$ cat src/rtl/seq_det_sched.sv
// seq_det_sched: shares one serial sequence detector between two requesters and returns
// per-word match counts. Define STRICT_PRIO_EN for fixed priority to requester 0 (default: round-robin).
module seq_det_sched #(
    parameter int WIDTH   = 8,
    parameter int DET_LAT = 1,
    localparam int CNT_W  = $clog2(WIDTH + 1)
) (
    input  logic             clk,
    input  logic             rst,
    input  logic [1:0]       req_valid,
    input  logic [WIDTH-1:0] req_data0,
    input  logic [WIDTH-1:0] req_data1,
    output logic [1:0]       req_ready,
    output logic             det_rst,
    output logic             det_x,
    input  logic             det_y,
    output logic             res_valid,
    output logic             res_id,
    output logic [CNT_W-1:0] res_count,
    output logic             busy
);

    localparam int CYC_W = $clog2(WIDTH + DET_LAT + 1);
    localparam logic [CYC_W-1:0] CYC_LAST = CYC_W'(WIDTH + DET_LAT - 1);

    localparam logic [1:0] IDLE  = 2'd0;
    localparam logic [1:0] CLEAR = 2'd1;
    localparam logic [1:0] RUN   = 2'd2;
    localparam logic [1:0] DONE  = 2'd3;

    logic [1:0]       state_r;
    logic             rr_last_r;
    logic             owner_r;
    logic [WIDTH-1:0] shreg_r;
    logic [CNT_W-1:0] count_r;
    logic [CYC_W-1:0] cyc_r;

    logic [1:0]       grant_s;
    logic             accept_s;
    logic             lat_ok_s;
    logic [CNT_W-1:0] count_next_s;

    // Arbitration among valid requesters; ties go away from the last winner.
    always_comb begin
        grant_s = 2'b00;
        if (req_valid == 2'b11) begin
`ifdef STRICT_PRIO_EN
            grant_s = 2'b01;
`else
            grant_s = rr_last_r ? 2'b01 : 2'b10;
`endif
        end else begin
            grant_s = req_valid;
        end
    end

    // Ready only while idle; a handshake is any granted valid.
    always_comb begin
        req_ready = 2'b00;
        if (state_r == IDLE) begin
            req_ready = grant_s;
        end else begin
            req_ready = 2'b00;
        end
        accept_s = |(req_valid & req_ready);
    end

    // Early RUN cycles see detector responses to bits shifted before the clear.
    generate
        if (DET_LAT == 0) begin : g_mealy
            assign lat_ok_s = 1'b1;
        end else begin : g_lat
            assign lat_ok_s = (cyc_r >= CYC_W'(DET_LAT));
        end
    endgenerate

    assign count_next_s = count_r + CNT_W'(lat_ok_s & det_y);
    assign busy         = (state_r != IDLE);

    // Scheduler FSM with registered detector drive and result outputs.
    always_ff @(posedge clk or posedge rst) begin
        if (rst) begin
            state_r   <= IDLE;
            det_rst   <= 1'b1;
            det_x     <= 1'b0;
            res_valid <= 1'b0;
            res_id    <= 1'b0;
            res_count <= {CNT_W{1'b0}};
            rr_last_r <= 1'b1;
            owner_r   <= 1'b0;
            shreg_r   <= {WIDTH{1'b0}};
            count_r   <= {CNT_W{1'b0}};
            cyc_r     <= {CYC_W{1'b0}};
        end else begin
            case (state_r)
                IDLE: begin
                    det_x     <= 1'b0;
                    res_valid <= 1'b0;
                    if (accept_s) begin
                        shreg_r   <= grant_s[1] ? req_data1 : req_data0;
                        owner_r   <= grant_s[1];
                        rr_last_r <= grant_s[1];
                        det_rst   <= 1'b1;
                        state_r   <= CLEAR;
                    end else begin
                        det_rst   <= 1'b0;
                    end
                end
                CLEAR: begin
                    det_rst <= 1'b0;
                    det_x   <= shreg_r[WIDTH-1];
                    shreg_r <= {shreg_r[WIDTH-2:0], 1'b0};
                    count_r <= {CNT_W{1'b0}};
                    cyc_r   <= {CYC_W{1'b0}};
                    state_r <= RUN;
                end
                RUN: begin
                    shreg_r <= {shreg_r[WIDTH-2:0], 1'b0};
                    count_r <= count_next_s;
                    cyc_r   <= cyc_r + CYC_W'(1);
                    if (cyc_r == CYC_LAST) begin
                        det_x     <= 1'b0;
                        res_valid <= 1'b1;
                        res_id    <= owner_r;
                        res_count <= count_next_s;
                        state_r   <= DONE;
                    end else begin
                        det_x     <= shreg_r[WIDTH-1];
                    end
                end
                DONE: begin
                    res_valid <= 1'b0;
                    state_r   <= IDLE;
                end
                default: begin
                    det_rst   <= 1'b0;
                    det_x     <= 1'b0;
                    res_valid <= 1'b0;
                    state_r   <= IDLE;
                end
            endcase
        end
    end

endmodule

$ cat config.mk
export PLATFORM = sky130hd
export DESIGN_NAME = seq_det_sched
export DESIGN_NICKNAME = d
export VERILOG_FILES = /design/src/rtl/seq_det_sched.sv
export SDC_FILE = /design/constraint.sdc
export NUM_CORES = 1
export LEC_CHECK = 0
export BUFFER_PORTS_ARGS = -buffer_cell sky130_fd_sc_hd__buf_4
export CORE_ASPECT_RATIO = 0.5
export CORE_UTILIZATION = 48
export DETAILED_ROUTE_END_ITERATION = 7
export PLACE_DENSITY = 0.85
export SETUP_SLACK_MARGIN = 0.3
export SLEW_MARGIN = 20
export SYNTH_ARGS = -nofsm -noshare
export SYNTH_HDL_FRONTEND = slang
export SYNTH_SLANG_ARGS = --single-unit
$ cat constraint.sdc
create_clock -name clk -period 1.9 [get_ports clk]
set_clock_uncertainty 0.1 [all_clocks]
set_input_delay 0.19 -clock clk [delete_from_list [all_inputs] [get_ports clk]]
set_output_delay 0.19 -clock clk [all_outputs]
set_load 0.02 [all_outputs]
==> impl_metrics.prom, run 1 <==
# TYPE chip_impl_metric gauge
chip_impl_info{name="outcome",value="complete, but fails checks"} 1
chip_impl_info{name="violations",value="negative setup slack"} 1
chip_impl_metric{name="layout_worst_path_cycle_share",unit=""} 1.01
chip_impl_metric{name="die-area",unit="um^2"} 3470
chip_impl_metric{name="combPwrFrac",unit=""} 0.644
chip_impl_metric{name="drtAntennaViolNets",unit=""} 0
chip_impl_metric{name="r2r_setup_slack",unit="ns"} -0.02
chip_impl_metric{name="wire_length_of_the_first_global_routing_pass",unit="um"} 6600
chip_impl_metric{name="yosysTopAreaCellShare",unit=""} 0.420
chip_impl_info{name="setup.worst_path.start_class",value="flop"} 1
chip_impl_info{name="yosys.area.top_type",value="sky130_fd_sc_hd__dfrtp_1"} 1
chip_impl_metric{name="clk_pin_slew_worst_paths",unit="ns"} 0.10
chip_impl_metric{name="yosys_register_bits",unit=""} 28
chip_impl_metric{name="globalRouteTotalUtil",unit=""} 0.262
chip_impl_metric{name="maximum_number_of_pins_on_one_net_before_global_route_repair",unit=""} 29
chip_impl_metric{name="ys_types",unit=""} 34
chip_impl_info{name="crit-reg2reg-launch",value="cyc_r[1]$_DFFE_PP0N_"} 1
chip_impl_metric{name="std_cell_rows",unit=""} 14
chip_impl_metric{name="avgSynthCellArea",unit="um^2"} 10.1
chip_impl_metric{name="final_net_count",unit=""} 240
chip_impl_metric{name="die-height",unit="um"} 42.2
chip_impl_metric{name="worst_slew_pin_slew",unit="ns"} 0.379
chip_impl_metric{name="finalMaxSlewViolations",unit=""} 0
chip_impl_info{name="ctsRootBufferMaster",value="sky130_fd_sc_hd__clkbuf_8"} 1
chip_impl_info{name="largest_family_of_logic_cells_by_synthesized_area",value="compound AO/OA/AOI/OAI gates"} 1
chip_impl_metric{name="maximum_fanout_count_along_the_critical_path",unit=""} 3
chip_impl_metric{name="dp_worst_setup_slack",unit="ns"} 0.0113
chip_impl_metric{name="post_synth_xor_area_fraction",unit=""} 0.0113
chip_impl_info{name="path_delay_family",value="adder cells"} 1
chip_impl_metric{name="clock_tree.buffer_depth",unit=""} 2
chip_impl_info{name="crit_path_cell_trace",value="inv_2 > ha_4 > inv_2 > o41a_1 > ha_2 > ha_4 > mux2_2"} 1
chip_impl_metric{name="core_area",unit="um^2"} 3030
chip_impl_metric{name="num-fill-cells",unit=""} 157
chip_impl_metric{name="drc",unit=""} 0
chip_impl_metric{name="switching_share",unit=""} 0.431
chip_impl_metric{name="p_per_area",unit="nW/um^2"} 1700
chip_impl_metric{name="slew_headroom",unit=""} 0.748
chip_impl_metric{name="syn-cell-area",unit="um^2"} 1550
chip_impl_metric{name="cts-buffers-inserted",unit=""} 3
chip_impl_metric{name="diodes",unit=""} 0
chip_impl_metric{name="finalWirelength",unit="um"} 4870
chip_impl_metric{name="detail_route.wl_per_cell",unit="um"} 19.6
chip_impl_metric{name="grt_antenna_before_repair",unit=""} 0
chip_impl_metric{name="power.sequential.fraction",unit=""} 0.235
chip_impl_metric{name="number_of_global_route_vias_before_repair",unit=""} 1436
chip_impl_metric{name="cts-htree-levels",unit=""} 1
chip_impl_metric{name="detailedPlacementHpwl",unit="um"} 2270
chip_impl_metric{name="peak_supply_drop",unit="mV"} 1.11
chip_impl_metric{name="drt_first_pass_iters",unit=""} 4
chip_impl_info{name="hp-class",value="input port to flop"} 1
chip_impl_metric{name="layoutNonFillerInstCount",unit=""} 248
chip_impl_info{name="rsz_0062_raised_after_global_routing",value="true"} 1
chip_impl_metric{name="report.final.hold_viol_count",unit=""} 0
chip_impl_metric{name="yosys.area_share.simple",unit=""} 0.156
chip_impl_metric{name="cp_num_buf_inv",unit=""} 2
chip_impl_metric{name="source_to_sink_clock_delay_at_the_later_pin_of_the_worst_skew_pair",unit="ns"} 0.29
chip_impl_metric{name="critical_path_cell_count",unit=""} 7
chip_impl_metric{name="via_per_inst",unit=""} 6.07
chip_impl_metric{name="synth-warning-count",unit=""} 0
chip_impl_metric{name="timing.final.crit_period",unit="ns"} 1.92
chip_impl_metric{name="cts_num_sinks",unit=""} 28
chip_impl_metric{name="max_freq",unit="GHz"} 0.520
chip_impl_info{name="critical_path.slowest_cell",value="sky130_fd_sc_hd__dfrtp_1"} 1
chip_impl_metric{name="synthAdderAreaFrac",unit=""} 0.0808
chip_impl_metric{name="total_power",unit="mW"} 3.97
chip_impl_metric{name="p_sw",unit="mW"} 1.71
chip_impl_metric{name="synthesis.nets",unit=""} 185
chip_impl_info{name="worst_reg2reg_endpoint",value="res_count[1]$_DFFE_PP0P_"} 1
chip_impl_metric{name="grt_overflow_total",unit=""} 0
chip_impl_info{name="tritoncts_clock_tree",value="yes"} 1
chip_impl_metric{name="drt_iter0_drc",unit=""} 125
chip_impl_metric{name="post_route_cells_drive_above_1_share",unit=""} 0.529
chip_impl_metric{name="finalWorstSetupSlack",unit="ns"} -0.0224
chip_impl_metric{name="cpPeakStageDelay",unit="ns"} 0.42
chip_impl_info{name="synth.area.top_cells",value="sky130_fd_sc_hd__dfrtp_1, sky130_fd_sc_hd__ha_1, sky130_fd_sc_hd__o21ai_0"} 1
chip_impl_metric{name="synth_compound_area_frac",unit=""} 0.202
chip_impl_metric{name="required",unit="ns"} 1.98
chip_impl_metric{name="dp.cells",unit=""} 224
chip_impl_metric{name="critPathArrivalTime",unit="ns"} 2.00
chip_impl_metric{name="synth_seq_area_share",unit=""} 0.454
chip_impl_metric{name="chipWidth",unit="um"} 82.3
chip_impl_metric{name="clkPwrFrac",unit=""} 0.121
chip_impl_info{name="crit_type",value="flop to flop"} 1
chip_impl_metric{name="report.final.setup_viol",unit=""} 1
chip_impl_metric{name="starting_utilization_of_the_core_area",unit=""} 0.511
chip_impl_metric{name="max_cap_violations",unit=""} 0
chip_impl_metric{name="routed-via-count",unit=""} 1506
chip_impl_metric{name="final_core_util",unit=""} 0.772
chip_impl_info{name="crit_path_end",value="res_count[1]$_DFFE_PP0P_"} 1
chip_impl_metric{name="power_leakage",unit="nW"} 1.08
chip_impl_metric{name="layout_overhead_on_the_synthesized_area",unit="%"} 51.2
chip_impl_info{name="crit_start",value="cyc_r[1]$_DFFE_PP0N_"} 1
chip_impl_metric{name="routabilityCongestion",unit=""} 0.780
chip_impl_metric{name="p_int",unit="mW"} 2.26
chip_impl_info{name="critical_path.endpoint_type",value="flop"} 1
chip_impl_metric{name="yosys-mux-area-fraction",unit=""} 0.0348
chip_impl_metric{name="io_buffer_count",unit=""} 31
chip_impl_metric{name="ios",unit=""} 32
chip_impl_metric{name="netlist_instances",unit=""} 154
chip_impl_metric{name="reg2regPathDepth",unit=""} 7
layout make-up:
class | instances | area [um^2] | share of cell area
Clock inverter | 1 | 30.0 | 0.0128
Multi-Input combinational cell | 106 | 988 | 0.422
Sequential cell | 28 | 703 | 0.301
Timing Repair Buffer | 57 | 465 | 0.199
Inverter | 13 | 61.3 | 0.0262
Tap cell | 40 | 50.0 | 0.0214
Clock buffer | 3 | 41.3 | 0.0176
routing by layer:
metal,global-route usage,up-vias,wire [um]
met1,0.311,748,1920
li1,-,657,-
met3,0.0565,17,351
met4,0.0982,0,148
met5,0,-,0
met2,0.464,84,2460
stage by stage:
stage / hold WS (ns) / TNS [ns] / instance area [um^2]
floorplan: 0.154 / 0 / 1600
global placement: 0.179 / 0 / 1880
detailed placement: 0.203 / 0 / 1880
CTS: 0.151 / 0 / 2120
global route: 0.203 / -0.137 / 2340
finish: 0.183 / -0.0224 / 2340
registers in the layout (all words and copies together), names as in the netlist, 2 cells and up:
signal     cells
cyc_r          4
state_r        2
count_r        4
res_count      4
shreg_r        8
synthesized netlist by cell type:
| cell | n |
|---|---|
| sky130_fd_sc_hd__a21bo_1 | 1 |
| sky130_fd_sc_hd__a21boi_0 | 1 |
| sky130_fd_sc_hd__a21o_1 | 2 |
| sky130_fd_sc_hd__a21oi_1 | 4 |
| sky130_fd_sc_hd__a221oi_1 | 7 |
| sky130_fd_sc_hd__a22o_1 | 1 |
| sky130_fd_sc_hd__and2_2 | 7 |
| sky130_fd_sc_hd__and3_1 | 1 |
| sky130_fd_sc_hd__buf_2 | 3 |
| sky130_fd_sc_hd__buf_6 | 2 |
| sky130_fd_sc_hd__clkbuf_1 | 2 |
| sky130_fd_sc_hd__dfrtp_1 | 26 |
| sky130_fd_sc_hd__dfstp_2 | 2 |
| sky130_fd_sc_hd__ha_1 | 10 |
| sky130_fd_sc_hd__inv_1 | 13 |
| sky130_fd_sc_hd__mux2_2 | 3 |
| sky130_fd_sc_hd__mux2i_1 | 2 |
| sky130_fd_sc_hd__nand2_1 | 9 |
| sky130_fd_sc_hd__nand3_1 | 4 |
| sky130_fd_sc_hd__nand3b_1 | 1 |
| sky130_fd_sc_hd__nand4b_1 | 1 |
| sky130_fd_sc_hd__nor2_1 | 4 |
| sky130_fd_sc_hd__nor2b_1 | 8 |
| sky130_fd_sc_hd__nor3_1 | 1 |
| sky130_fd_sc_hd__nor3b_1 | 3 |
| sky130_fd_sc_hd__o21ai_0 | 19 |
| sky130_fd_sc_hd__o22ai_1 | 1 |
| sky130_fd_sc_hd__o31ai_1 | 9 |
| sky130_fd_sc_hd__o32a_1 | 1 |
| sky130_fd_sc_hd__o41a_1 | 1 |
| sky130_fd_sc_hd__or2_1 | 1 |
| sky130_fd_sc_hd__or2b_1 | 1 |
| sky130_fd_sc_hd__or3_1 | 1 |
| sky130_fd_sc_hd__xnor2_1 | 2 |
what timing repair did:
item / in CTS / in global routing
gates resized for setup: 19 / 42
setup buffers: 11 / 8
hold endpoints to repair: 26 / 0
endpoints found under the setup margin: 21 / 22
hold buffers: 1 / 0
pin swaps: 13 / 7
kinds of logic after synthesis:
kind of cell	count (synthesis)
AND/OR/NAND/NOR	42
flip-flops	28
adder cells (fa/ha/maj)	10
AO/OA/AOI/OAI	47
multiplexers	5
XOR/XNOR	2
buffers and inverters	20
power groups by stage:
stage	clock, mW	sequential (mW)	combinational, mW
global route	0.499	0.943	2.71
CTS	0.474	0.896	1.87
floorplan	0	0.919	1.12
finish	0.481	0.932	2.55
detailed placement	0	0.916	1.51
global placement	0	0.907	1.47
tightest hold or removal path, stage by stage:
cell and delay [ns]:
sky130_fd_sc_hd__buf_4 0.07, sky130_fd_sc_hd__mux2i_1 0.07, sky130_fd_sc_hd__o31ai_2 0.20
layout by cell type (no fill, tap or decap), types with 2 or more instances in the layout:
cell                       instances
sky130_fd_sc_hd__mux2_4            2
sky130_fd_sc_hd__mux2i_1           2
sky130_fd_sc_hd__buf_6             6
sky130_fd_sc_hd__and2_2            7
sky130_fd_sc_hd__ha_4              3
sky130_fd_sc_hd__a221oi_1          3
sky130_fd_sc_hd__ha_2              3
sky130_fd_sc_hd__a21o_1            2
sky130_fd_sc_hd__o21ai_1          11
sky130_fd_sc_hd__nor2_1            3
sky130_fd_sc_hd__dfstp_2           2
sky130_fd_sc_hd__a221oi_2          4
sky130_fd_sc_hd__inv_1             7
sky130_fd_sc_hd__a21oi_2           2
sky130_fd_sc_hd__nand2_1           7
sky130_fd_sc_hd__o31ai_2           5
sky130_fd_sc_hd__o31ai_4           4
sky130_fd_sc_hd__inv_2             5
sky130_fd_sc_hd__buf_4            49
sky130_fd_sc_hd__nor2b_1           7
sky130_fd_sc_hd__nand3_1           4
sky130_fd_sc_hd__o21ai_0           7
sky130_fd_sc_hd__dfrtp_1          26
sky130_fd_sc_hd__clkbuf_8          3
sky130_fd_sc_hd__ha_1              4
worst min-delay path by stage:
stage / startpoint / to / slack, ns / cells after the start
finish: req_data1[0] / shreg_r[0]$_DFFE_PP0P_ / 0.18 / 3
global placement: rst / owner_r$_DFFE_PP0P_ / 0.18 / 3
floorplan: rst / count_r[0]$_DFFE_PP0N_ / 0.15 / 1
global route: req_data0[1] / shreg_r[1]$_DFFE_PP0P_ / 0.20 / 3
CTS: req_valid[0] / rr_last_r$_DFFE_PP1P_ / 0.15 / 4
detailed placement: rst / owner_r$_DFFE_PP0P_ / 0.20 / 3
Note: power is estimated with default switching activity, not from simulation.
==> run 2, diff against run 1 <==
--- a/config.mk
+++ b/config.mk
@@ -7,6 +7,7 @@
 export LEC_CHECK = 0
 export BUFFER_PORTS_ARGS = -buffer_cell sky130_fd_sc_hd__buf_4
 export CORE_ASPECT_RATIO = 0.5
+export CORE_MARGIN = 10
 export CORE_UTILIZATION = 48
 export DETAILED_ROUTE_END_ITERATION = 7
 export PLACE_DENSITY = 0.85
==> impl_metrics.prom, run 2 (synthesis gave the netlist of run 1 again) <==
# TYPE chip_impl_metric gauge
chip_impl_info{name="rsz_0062_raised_after_global_routing",value="true"} 1
chip_impl_info{name="tritoncts_clock_tree",value="yes"} 1
chip_impl_metric{name="drt_first_pass_iters",unit=""} 5
chip_impl_info{name="layout.cells.most_common_list",value="sky130_fd_sc_hd__buf_4, sky130_fd_sc_hd__dfrtp_1, sky130_fd_sc_hd__o21ai_0, sky130_fd_sc_hd__nand2_1, sky130_fd_sc_hd__o21ai_1"} 1
chip_impl_metric{name="drc",unit=""} 0
chip_impl_metric{name="power_leakage",unit="nW"} 1.07
chip_impl_metric{name="clock_tree.buffer_depth",unit=""} 2
chip_impl_metric{name="worst_slew_pin_slew",unit="ns"} 0.363
chip_impl_metric{name="drt_iter0_drc",unit=""} 95
chip_impl_metric{name="drtAntennaViolNets",unit=""} 0
chip_impl_metric{name="detailedPlacementHpwl",unit="um"} 2700
chip_impl_metric{name="max_cap_violations",unit=""} 0
chip_impl_metric{name="clk_pin_slew_worst_paths",unit="ns"} 0.10
chip_impl_metric{name="layout_overhead_on_the_synthesized_area",unit="%"} 49.2
chip_impl_info{name="hp-class",value="input port to flop"} 1
chip_impl_metric{name="grt_overflow_total",unit=""} 0
chip_impl_metric{name="post_route_cells_drive_above_1_share",unit=""} 0.517
chip_impl_metric{name="starting_utilization_of_the_core_area",unit=""} 0.508
chip_impl_metric{name="peak_supply_drop",unit="mV"} 1.01
chip_impl_metric{name="routabilityCongestion",unit=""} 0.771
chip_impl_metric{name="maximum_fanout_count_along_the_critical_path",unit=""} 3
chip_impl_metric{name="diodes",unit=""} 0
chip_impl_metric{name="cts-buffers-inserted",unit=""} 3
chip_impl_metric{name="globalRouteTotalUtil",unit=""} 0.134
chip_impl_metric{name="die-height",unit="um"} 60.2
chip_impl_metric{name="via_per_inst",unit=""} 5.80
chip_impl_metric{name="total_power",unit="mW"} 3.73
chip_impl_metric{name="fin_hold_ws",unit="ns"} 0.180
chip_impl_metric{name="io_buffer_count",unit=""} 31
chip_impl_info{name="critical_path.endpoint_type",value="flop"} 1
chip_impl_info{name="outcome",value="completed"} 1
chip_impl_metric{name="place_area",unit="um^2"} 1890
chip_impl_metric{name="number_of_global_route_vias_before_repair",unit=""} 1387
chip_impl_metric{name="routed-via-count",unit=""} 1432
chip_impl_metric{name="timing.final.crit_period",unit="ns"} 1.89
chip_impl_metric{name="layout_worst_path_cycle_share",unit=""} 0.997
chip_impl_metric{name="cts_num_sinks",unit=""} 28
chip_impl_metric{name="slew_headroom",unit=""} 0.758
chip_impl_metric{name="wire_length_of_the_first_global_routing_pass",unit="um"} 6540
chip_impl_metric{name="finalWirelength",unit="um"} 4600
chip_impl_metric{name="report.final.setup_viol",unit=""} 0
chip_impl_metric{name="final_net_count",unit=""} 239
chip_impl_metric{name="report.final.hold_viol_count",unit=""} 0
chip_impl_metric{name="die-area",unit="um^2"} 6030
chip_impl_metric{name="std_cell_rows",unit=""} 14
chip_impl_metric{name="p_per_area",unit="nW/um^2"} 1610
chip_impl_info{name="crit_type",value="flop to flop"} 1
chip_impl_metric{name="max_freq",unit="GHz"} 0.528
chip_impl_metric{name="cts-htree-levels",unit=""} 1
chip_impl_metric{name="required",unit="ns"} 1.97
chip_impl_metric{name="critPathArrivalTime",unit="ns"} 1.96
chip_impl_metric{name="finalMaxSlewViolations",unit=""} 0
chip_impl_metric{name="source_to_sink_clock_delay_at_the_later_pin_of_the_worst_skew_pair",unit="ns"} 0.28
chip_impl_metric{name="chipWidth",unit="um"} 100
chip_impl_metric{name="grt_antenna_before_repair",unit=""} 0
chip_impl_metric{name="num-fill-cells",unit=""} 184
chip_impl_info{name="top_register",value="shreg_r"} 1
chip_impl_metric{name="final-seq-area",unit="um^2"} 703
chip_impl_metric{name="layout.cell_area.non_filler",unit="um^2"} 2310
chip_impl_metric{name="core_area",unit="um^2"} 3050
chip_impl_info{name="setup.worst_path.start_class",value="flop"} 1
chip_impl_metric{name="ios",unit=""} 32
chip_impl_info{name="ctsRootBufferMaster",value="sky130_fd_sc_hd__clkbuf_8"} 1
chip_impl_metric{name="multi_input_area",unit="um^2"} 970
chip_impl_metric{name="largest_register_ff_count",unit=""} 8
chip_impl_info{name="final_common_cell",value="sky130_fd_sc_hd__buf_4"} 1
chip_impl_metric{name="detail_route.wl_per_cell",unit="um"} 18.6
chip_impl_metric{name="maximum_number_of_pins_on_one_net_before_global_route_repair",unit=""} 29
## run 2: area by class of cell
type / instances / share of cell area
multi-input cells: 106 / 0.420
flip-flops and latches: 28 / 0.304
repair buffers: 56 / 0.197
inverters: 13 / 0.0265
well taps: 40 / 0.0217
clock buffers: 3 / 0.0179
clock inverters: 1 / 0.0130
## run 2: worst paths after layout
| path | cells past startpoint | to | from | slack (ns) |
|---|---|---|---|---|
| max | 6 | res_count[1]$_DFFE_PP0P_ | cyc_r[1]$_DFFE_PP0N_ | 0.006 |
| min | 3 | shreg_r[0]$_DFFE_PP0P_ | req_data1[0] | 0.18 |
| max reg2reg | 6 | res_count[1]$_DFFE_PP0P_ | cyc_r[1]$_DFFE_PP0N_ | 0.006 |
| min reg2reg | 2 | res_count[2]$_DFFE_PP0P_ | res_count[2]$_DFFE_PP0P_ | 0.39 |
| max in group asynchronous | 4 | det_rst$_DFFE_PP1P_ | rst | 0.94 |
| min in group asynchronous | 4 | shreg_r[1]$_DFFE_PP0P_ | rst | 0.46 |
## run 2: critical path: stages (launching register included)
cell                      delay, ns
sky130_fd_sc_hd__dfrtp_1       0.38
sky130_fd_sc_hd__inv_2         0.07
sky130_fd_sc_hd__ha_2          0.17
sky130_fd_sc_hd__o41a_1        0.37
sky130_fd_sc_hd__ha_2          0.21
sky130_fd_sc_hd__ha_4          0.22
sky130_fd_sc_hd__mux2_2        0.26
## run 2: stage by stage
stage	TNS (ns)	util	setup slack, ns	std cells
5_1_grt	-0.0415	0.758	-0.0211	247
2_1_floorplan	0	-	0.0865	154
6_report	0	0.758	0.00611	247
3_3_place_gp	0	0.620	0.0597	225
4_1_cts	0	0.686	0.0482	240
3_5_place_dp	0	0.620	0.0124	225
## run 2: where the power goes
part / switching [mW] / total (mW) / internal, mW
sequential: 0.129 / 0.928 / 0.799
combinational: 1.23 / 2.32 / 1.10
clock: 0.192 / 0.474 / 0.282
## run 2: layer usage
| metal | vias up | GRT usage | share of wire |
|---|---|---|---|
| li1 | 657 | - | - |
| met1 | 710 | 0.148 | 0.42 |
| met2 | 57 | 0.240 | 0.50 |
| met3 | 8 | 0.0403 | 0.062 |
| met4 | 0 | 0.0580 | 0.015 |
| met5 | - | 0 | 0 |
## run 2: timing repair
action                                  CTS  global route
pin swaps                                 5            17
endpoints found under the setup margin   23            21
hold endpoints to repair                 26             0
hold buffers                              1             0
setup buffers                            10             7
cloned                                    0             0
gates resized for setup                  15            41
